===== src/rtl/acc_cpu_port_if.sv =====
// Accelerator-side bus of the CPU accelerator port: instruction issue, regfile read and write channels.
// The port (acc_cpu_port) uses the master modport; the accelerator uses the slave modport.
interface acc_cpu_port_if #(
    parameter int DATA_WIDTH  = 32,
    parameter int INSTR_WIDTH = 32,
    parameter int AW          = 5
) ();
    logic [INSTR_WIDTH-1:0] instr;
    logic                   instr_valid;
    logic                   ready;
    logic                   busy;
    logic [AW-1:0]          raddr;
    logic [DATA_WIDTH-1:0]  rdata;
    logic                   rvalid;
    logic [AW-1:0]          waddr;
    logic [DATA_WIDTH-1:0]  wdata;
    logic                   wren;

    modport master (
        output instr, instr_valid, rdata, rvalid,
        input  ready, busy, raddr, waddr, wdata, wren
    );

    modport slave (
        input  instr, instr_valid, rdata, rvalid,
        output ready, busy, raddr, waddr, wdata, wren
    );
endinterface


===== src/rtl/acc_cpu_port.sv =====
// CPU-side endpoint of the accelerator port: instruction queue, pending-register scoreboard, regfile arbitration.
// Optional macro ACC_CPU_PORT_FWD_EN forwards taken CPU writebacks that hit the accelerator's last read address.
module acc_cpu_port #(
    parameter int DATA_WIDTH  = 32,
    parameter int INSTR_WIDTH = 32,
    parameter int NREGS       = 32,
    parameter int IQ_DEPTH    = 2,
    parameter int AW          = $clog2(NREGS)
) (
    input  logic                   clk_i,
    input  logic                   rst_ni,
    acc_cpu_port_if.master         acc,
    input  logic [INSTR_WIDTH-1:0] ex_instr_i,
    input  logic                   ex_rd_valid_i,
    input  logic                   ex_valid_i,
    output logic                   ex_ready_o,
    input  logic [AW-1:0]          cpu_waddr_i,
    input  logic [DATA_WIDTH-1:0]  cpu_wdata_i,
    input  logic                   cpu_wren_i,
    output logic                   cpu_wb_stall_o,
    output logic [AW-1:0]          rf_raddr_o,
    input  logic [DATA_WIDTH-1:0]  rf_rdata_i,
    output logic [AW-1:0]          rf_waddr_o,
    output logic [DATA_WIDTH-1:0]  rf_wdata_o,
    output logic                   rf_we_o,
    output logic [DATA_WIDTH-1:0]  fwd_data_o,
    output logic                   fwd_valid_o,
    output logic [NREGS-1:0]       pending_o,
    output logic                   idle_o
);
    localparam int PW = $clog2(IQ_DEPTH);

    logic [INSTR_WIDTH-1:0] iq_instr [IQ_DEPTH];
    logic                   iq_rdv   [IQ_DEPTH];
    logic [PW-1:0]          wr_ptr, rd_ptr;
    logic [PW:0]            count;
    logic [NREGS-1:0]       pending_q, sb_set, sb_clr;
    logic [DATA_WIDTH-1:0]  rdata_q;
    logic                   rvalid_q;
    logic                   push, pop, q_valid, cpu_take, same_wr;
    logic [AW-1:0]          head_rd;

    // Readiness depends only on the registered count, so a pop never feeds back into ex_ready_o.
    assign ex_ready_o      = (count != (PW+1)'(IQ_DEPTH));
    assign q_valid         = (count != '0);
    assign push            = ex_valid_i && ex_ready_o;
    assign pop             = q_valid && acc.ready;
    assign acc.instr       = q_valid ? iq_instr[rd_ptr] : '0;
    assign acc.instr_valid = q_valid;
    assign head_rd         = AW'(iq_instr[rd_ptr][11:7]);

    always_comb begin
        sb_set = '0;
        sb_clr = '0;
        if (pop && iq_rdv[rd_ptr] && head_rd != '0) sb_set[head_rd] = 1'b1;
        if (acc.wren) sb_clr[acc.waddr] = 1'b1;
    end

    // Accelerator writes always win; a colliding CPU writeback is stalled and retried.
    assign cpu_take       = cpu_wren_i && !acc.wren;
    assign cpu_wb_stall_o = cpu_wren_i && acc.wren;
    assign rf_waddr_o     = acc.wren ? acc.waddr : cpu_waddr_i;
    assign rf_wdata_o     = acc.wren ? acc.wdata : cpu_wdata_i;
    assign rf_we_o        = (acc.wren || cpu_wren_i) && (rf_waddr_o != '0);
    assign rf_raddr_o     = acc.raddr;
    assign same_wr        = rf_we_o && (rf_waddr_o == acc.raddr);

    assign acc.rdata = rdata_q;
    assign acc.rvalid = rvalid_q;
    assign pending_o = pending_q;
    assign idle_o    = !q_valid && (pending_q == '0) && !acc.busy;

    always_ff @(posedge clk_i or negedge rst_ni) begin
        if (!rst_ni) begin
            for (int i = 0; i < IQ_DEPTH; i++) begin
                iq_instr[i] <= '0;
                iq_rdv[i]   <= 1'b0;
            end
            wr_ptr    <= '0;
            rd_ptr    <= '0;
            count     <= '0;
            pending_q <= '0;
            rdata_q   <= '0;
            rvalid_q  <= 1'b0;
        end else begin
            if (push) begin
                iq_instr[wr_ptr] <= ex_instr_i;
                iq_rdv[wr_ptr]   <= ex_rd_valid_i;
                wr_ptr           <= wr_ptr + 1'b1;
            end
            if (pop) rd_ptr <= rd_ptr + 1'b1;
            case ({push, pop})
                2'b10:   count <= count + 1'b1;
                2'b01:   count <= count - 1'b1;
                default: count <= count;
            endcase
            // Set applied after clear so a same-cycle issue keeps the register owed.
            pending_q <= ((pending_q & ~sb_clr) | sb_set) & ~NREGS'(1);
            rdata_q   <= rf_rdata_i;
            rvalid_q  <= !(pending_q[acc.raddr] || same_wr);
        end
    end

`ifdef ACC_CPU_PORT_FWD_EN
    logic [AW-1:0] raddr_q;

    always_ff @(posedge clk_i or negedge rst_ni) begin
        if (!rst_ni) raddr_q <= '0;
        else         raddr_q <= acc.raddr;
    end

    assign fwd_valid_o = cpu_take && (cpu_waddr_i != '0) && (cpu_waddr_i == raddr_q);
    assign fwd_data_o  = fwd_valid_o ? cpu_wdata_i : '0;
`else
    logic unused_fwd;
    assign unused_fwd  = cpu_take;
    assign fwd_valid_o = 1'b0;
    assign fwd_data_o  = '0;
`endif
endmodule

===== src/flat_wrapper.sv =====
// flat-port wrapper written by rule: the top's interface ports become plain ports
module acc_cpu_port_flat 
#(
    parameter int DATA_WIDTH  = 32,
    parameter int INSTR_WIDTH = 32,
    parameter int NREGS       = 32,
    parameter int IQ_DEPTH    = 2,
    parameter int AW          = $clog2(NREGS)
)
  (clk_i, rst_ni, ex_instr_i, ex_rd_valid_i, ex_valid_i, ex_ready_o, cpu_waddr_i, cpu_wdata_i, cpu_wren_i, cpu_wb_stall_o, rf_raddr_o, rf_rdata_i, rf_waddr_o, rf_wdata_o, rf_we_o, fwd_data_o, fwd_valid_o, pending_o, idle_o, acc_instr, acc_instr_valid, acc_rdata, acc_rvalid, acc_ready, acc_busy, acc_raddr, acc_waddr, acc_wdata, acc_wren);
  acc_cpu_port_if #(.DATA_WIDTH(DATA_WIDTH), .INSTR_WIDTH(INSTR_WIDTH), .AW(AW)) acc_i ();
  input  logic clk_i;
  input  logic rst_ni;
  input  logic [INSTR_WIDTH-1:0] ex_instr_i;
  input  logic ex_rd_valid_i;
  input  logic ex_valid_i;
  output logic ex_ready_o;
  input  logic [AW-1:0] cpu_waddr_i;
  input  logic [DATA_WIDTH-1:0] cpu_wdata_i;
  input  logic cpu_wren_i;
  output logic cpu_wb_stall_o;
  output logic [AW-1:0] rf_raddr_o;
  input  logic [DATA_WIDTH-1:0] rf_rdata_i;
  output logic [AW-1:0] rf_waddr_o;
  output logic [DATA_WIDTH-1:0] rf_wdata_o;
  output logic rf_we_o;
  output logic [DATA_WIDTH-1:0] fwd_data_o;
  output logic fwd_valid_o;
  output logic [NREGS-1:0] pending_o;
  output logic idle_o;
  output wire logic [$bits(acc_i.instr)-1:0] acc_instr;
  output wire logic [$bits(acc_i.instr_valid)-1:0] acc_instr_valid;
  output wire logic [$bits(acc_i.rdata)-1:0] acc_rdata;
  output wire logic [$bits(acc_i.rvalid)-1:0] acc_rvalid;
  input wire logic [$bits(acc_i.ready)-1:0] acc_ready;
  input wire logic [$bits(acc_i.busy)-1:0] acc_busy;
  input wire logic [$bits(acc_i.raddr)-1:0] acc_raddr;
  input wire logic [$bits(acc_i.waddr)-1:0] acc_waddr;
  input wire logic [$bits(acc_i.wdata)-1:0] acc_wdata;
  input wire logic [$bits(acc_i.wren)-1:0] acc_wren;
  assign acc_instr = acc_i.instr;
  assign acc_instr_valid = acc_i.instr_valid;
  assign acc_rdata = acc_i.rdata;
  assign acc_rvalid = acc_i.rvalid;
  assign acc_i.ready = acc_ready;
  assign acc_i.busy = acc_busy;
  assign acc_i.raddr = acc_raddr;
  assign acc_i.waddr = acc_waddr;
  assign acc_i.wdata = acc_wdata;
  assign acc_i.wren = acc_wren;
  acc_cpu_port #(.DATA_WIDTH(DATA_WIDTH), .INSTR_WIDTH(INSTR_WIDTH), .NREGS(NREGS), .IQ_DEPTH(IQ_DEPTH), .AW(AW)) u_core (.clk_i(clk_i), .rst_ni(rst_ni), .acc(acc_i), .ex_instr_i(ex_instr_i), .ex_rd_valid_i(ex_rd_valid_i), .ex_valid_i(ex_valid_i), .ex_ready_o(ex_ready_o), .cpu_waddr_i(cpu_waddr_i), .cpu_wdata_i(cpu_wdata_i), .cpu_wren_i(cpu_wren_i), .cpu_wb_stall_o(cpu_wb_stall_o), .rf_raddr_o(rf_raddr_o), .rf_rdata_i(rf_rdata_i), .rf_waddr_o(rf_waddr_o), .rf_wdata_o(rf_wdata_o), .rf_we_o(rf_we_o), .fwd_data_o(fwd_data_o), .fwd_valid_o(fwd_valid_o), .pending_o(pending_o), .idle_o(idle_o));
endmodule

===== config.mk =====
export PLATFORM = sky130hd
export DESIGN_NAME = acc_cpu_port_flat
export DESIGN_NICKNAME = d
export VERILOG_FILES = /design/src/rtl/acc_cpu_port_if.sv /design/src/rtl/acc_cpu_port.sv /design/src/flat_wrapper.sv
export SDC_FILE = /design/constraint.sdc
export NUM_CORES = 1
export LEC_CHECK = 0
export BUFFER_PORTS_ARGS = -buffer_cell sky130_fd_sc_hd__buf_2
export CORE_MARGIN = 4
export CORE_UTILIZATION = 46
export DETAILED_ROUTE_END_ITERATION = 8
export PLACE_DENSITY = 0.89
export SYNTH_ARGS = -nofsm -noshare
export SYNTH_HDL_FRONTEND = slang
export SYNTH_SLANG_ARGS = --single-unit

===== constraint.sdc =====
create_clock -name clk_i -period 2 [get_ports clk_i]
set_input_delay 0.1 -clock clk_i [delete_from_list [all_inputs] [get_ports clk_i]]
set_output_delay 0.1 -clock clk_i [all_outputs]
set_load 0.02 [all_outputs]

==> key figures <==
Place
  • IO buf count: 293
  • DP HPWL: 17.8 mm
  • Pre-CTS WS: 0.0245 ns
  • RePlAce Congestion: 0.962

Critical path
  • Buf/Inv on CP: 1
  • Critical path class: reg2out
  • Flop2flop setup slack: 0.16 ns
  • Startpoint types: flip-flop
  • R2r endpoint: u_core.pending_o[18]
  • Req. time, crit path: 1.90 ns
  • Delay-heaviest family, CP: simple AND/OR/NAND/NOR gates
  • Crit path DAT: 1.94 ns
  • Crit. End Element: output pin
  • CP max stage delay: 0.46 ns
  • Critical path's slowest cell: dfrtp_2
  • CP dominant cell by count: nor4_4
  • Critical path peak fanout: 4
  • R2R depth: 4
  • Worst r2r src: u_core.rd_ptr
  • Crit-path cells: nor4_4 -> nand4_1 -> nor4_4 -> buf_4

Timing
  • FMAX: 491 MHz
  • Slew HR: 0.682
  • Final setup fails: 1
  • Final clock skew: 0.0163 ns
  • Worst-Margin Slew: 0.463 ns
  • Final max-slew violation count: 0
  • Final critical-path required period: 2.04 ns
  • Final Hold Fails: 0
  • Unrepaired setup endpoints after global routing: yes
  • Setup ws final: -0.0378 ns
  • Crit share post-route: 1.02
  • Setup_tns: -0.0378 ns
  • Hold WS: 0.0265 ns

Final layout
  • Layout Utilization: 0.690
  • Layout cells sized above 1: 0.508
  • Leading cell type in the layout, fill and taps excluded: buf_2
  • FF+latch area: 0.00336 mm²
  • Area growth from synthesis to layout: 44.5%
  • Multi-input gate area: 0.00283 mm²
  • Final #Nets: 1045
  • Fillers: 963
  • Commonest non-fill, non-tap cells in the layout: buf_2, dfrtp_1, mux2_2
  • N_diodes: 0

Hold path
  • Worst hold stages: 3
  • Hold wc startpoint: ex_valid_i
  • WHS Endpoint: u_core.wr_ptr
  • Min-delay worst type: in2reg

Outcome
  • Run status: finished with violations
  • Violated checks: setup timing

GRT
  • Met1 Usage GRT: 0.325
  • Most used routing layer: met2
  • Met2 GRT Util: 0.564
  • M3 GR Usage: 0.0958
  • Initial antenna violation count: 1
  • Vias in the first global route: 6141
  • GRT Total Usage: 0.303
  • Final global-route overflow total: 0
  • Largest net degree at the start of global routing: 53
  • First-pass GRT wire length: 36.9 mm

Floorplan
  • Chip Width: 126 µm
  • Initial cell density of the core: 0.477
  • # rows: 42
  • Core box area: 0.0135 mm²
  • Die height: 126 µm
  • Die area: 0.0160 mm²
  • # IOs: 328

Routing
  • Drt initial violations: 302
  • Initial DRT Pass Iterations: 5
  • ANT nets after route: 0
  • Vias: 5807
  • Remaining DRCs: 0
  • Wirelength, routed: 24.8 mm
  • Via density per instance: 5.37
  • Avg WL per Cell: 22.9 µm

Yosys
  • Syn_area_per_cell: 12.1 µm²
  • Share of the synthesized area in the top cell type: 0.520
  • Sequential area share after synthesis: 0.520
  • Ys flop type: dfrtp_1
  • Top cells by area, synth: dfrtp_1, mux2_2, mux2i_1, buf_4, o21ai_0
  • Count of different cell masters after synthesis: 39
  • Cells after synthesis: 533
  • Share of flip-flops with an asynchronous set or reset: 1.00
  • Post-synth EDFFs: 0
  • Synth area leader: dfrtp_1
  • Yosys warns: 0
  • Post-synthesis register bit count: 134
  • Mapped Area: 0.00645 mm²

Power and ir drop
  • Leakage: 4.59 nW
  • Tot Pwr: 14.0 mW
  • Max VDD drop: 1350 µV
  • P per Cell Area: 1500 mW/mm²

Clocking
  • CTS Buf Count: 17
  • Clock Tree Root: clkbuf_16
  • CTS tree: done
  • Clock slew at reported path FFs: 0.06 ns
  • # H-tree levels: 4
  • Worst skew pair latency: 0.42 ns
  • Clk sink count: 134
  • Clk buf depth: 2

Job
  • Maxcap violations: 0
## Yosys cell counts, types with 2 or more instances
cell type    n
or3b_2       3
mux4_2       5
and2_1       2
or3_1        3
buf_2       16
dfrtp_1    134
nand2b_1     3
xnor2_1      7
o21ai_0     47
o21ai_1     16
nand4_1      5
buf_4       41
clkbuf_1     6
nor4_1       8
mux2i_1     40
nor2_1      37
inv_1        9
mux2_2     100
o22ai_1      3
nand3b_1     7
xor2_1       3
nand3_1      8
a21oi_1      2
nand2_1     12
o32ai_1      2
## timing repair
| action | CTS | global route |
|---|---|---|
| hold endpoints to repair | 131 | 0 |
| gates resized for setup | 7 | 6 |
| setup endpoints to repair | 2 | 4 |
| buffers inserted | 4 | 0 |
| pin swaps | 4 | 0 |
| hold buffers | 66 | 0 |
## layout make-up
cell class / instances / area share
Clock buffer: 20 / 0.0490
Clock inverter: 12 / 0.0152
Inverter: 9 / 0.00363
Multi-Input combinational cell: 359 / 0.303
Sequential cell: 134 / 0.360
Tap cell: 176 / 0.0236
Timing Repair Buffer: 372 / 0.245
## cells by family after synthesis
kind of cell,synth area share
AOI/OAI and AO/OA,0.0602
DFF,0.520
adders and majority gates,0.00194
and+or+nand+nor,0.0769
other,0.000582
buffers and inverters,0.0707
xor gates and xnor gates,0.0136
muxes,0.256
## state kept, by name, indices dropped and copies added, names as in the netlist
register           cells
u_core.iq_instr       64
u_core.acc.rdata      32
u_core.pending_o      31
u_core.count           2
u_core.iq_rdv          2
u_core.acc.rvalid      1
u_core.rd_ptr          1
u_core.wr_ptr          1
## report_power, final
group          leakage, nW  switching (mW)  internal [mW]
Clock                0.288            1.22           1.92
Sequential            1.62           0.888           3.74
Combinational         2.68            3.63           2.57
## metal layers
layer	vias to the layer above	wire length (µm)
li1	2543	-
met1	2912	8380
met2	314	13600
met3	38	2070
met4	0	673
met5	-	0
## worst max path at each step
stage	from	end	slack, ns	cells past startpoint
2_1_floorplan	u_core.pending_o[22]	idle_o	0.23	2
6_report	u_core.pending_o[5]	idle_o	-0.04	4
4_1_cts	u_core.pending_o[28]	idle_o	-0.02	4
5_1_grt	u_core.pending_o[25]	idle_o	-0.07	4
3_5_place_dp	u_core.pending_o[30]	idle_o	0.02	4
3_3_place_gp	u_core.pending_o[5]	idle_o	0.06	4
## worst reg2reg max path: cells and delay by family, from the launching register on
family	cells	cell delay, ns
and+or+nand+nor	1	0.56
DFF	1	0.51
muxes	1	0.35
buffers and inverters	1	0.13
AOI/OAI and AO/OA	1	0.21
## through the flow
step | cells | cell area, µm²
finish | 1082 | 9320
global route | 1082 | 9320
CTS | 1082 | 9290
detailed placement | 980 | 7960
global placement | 980 | 7960
floorplan | 566 | 6570
No activity file was read; power rests on OpenSTA's default activity.
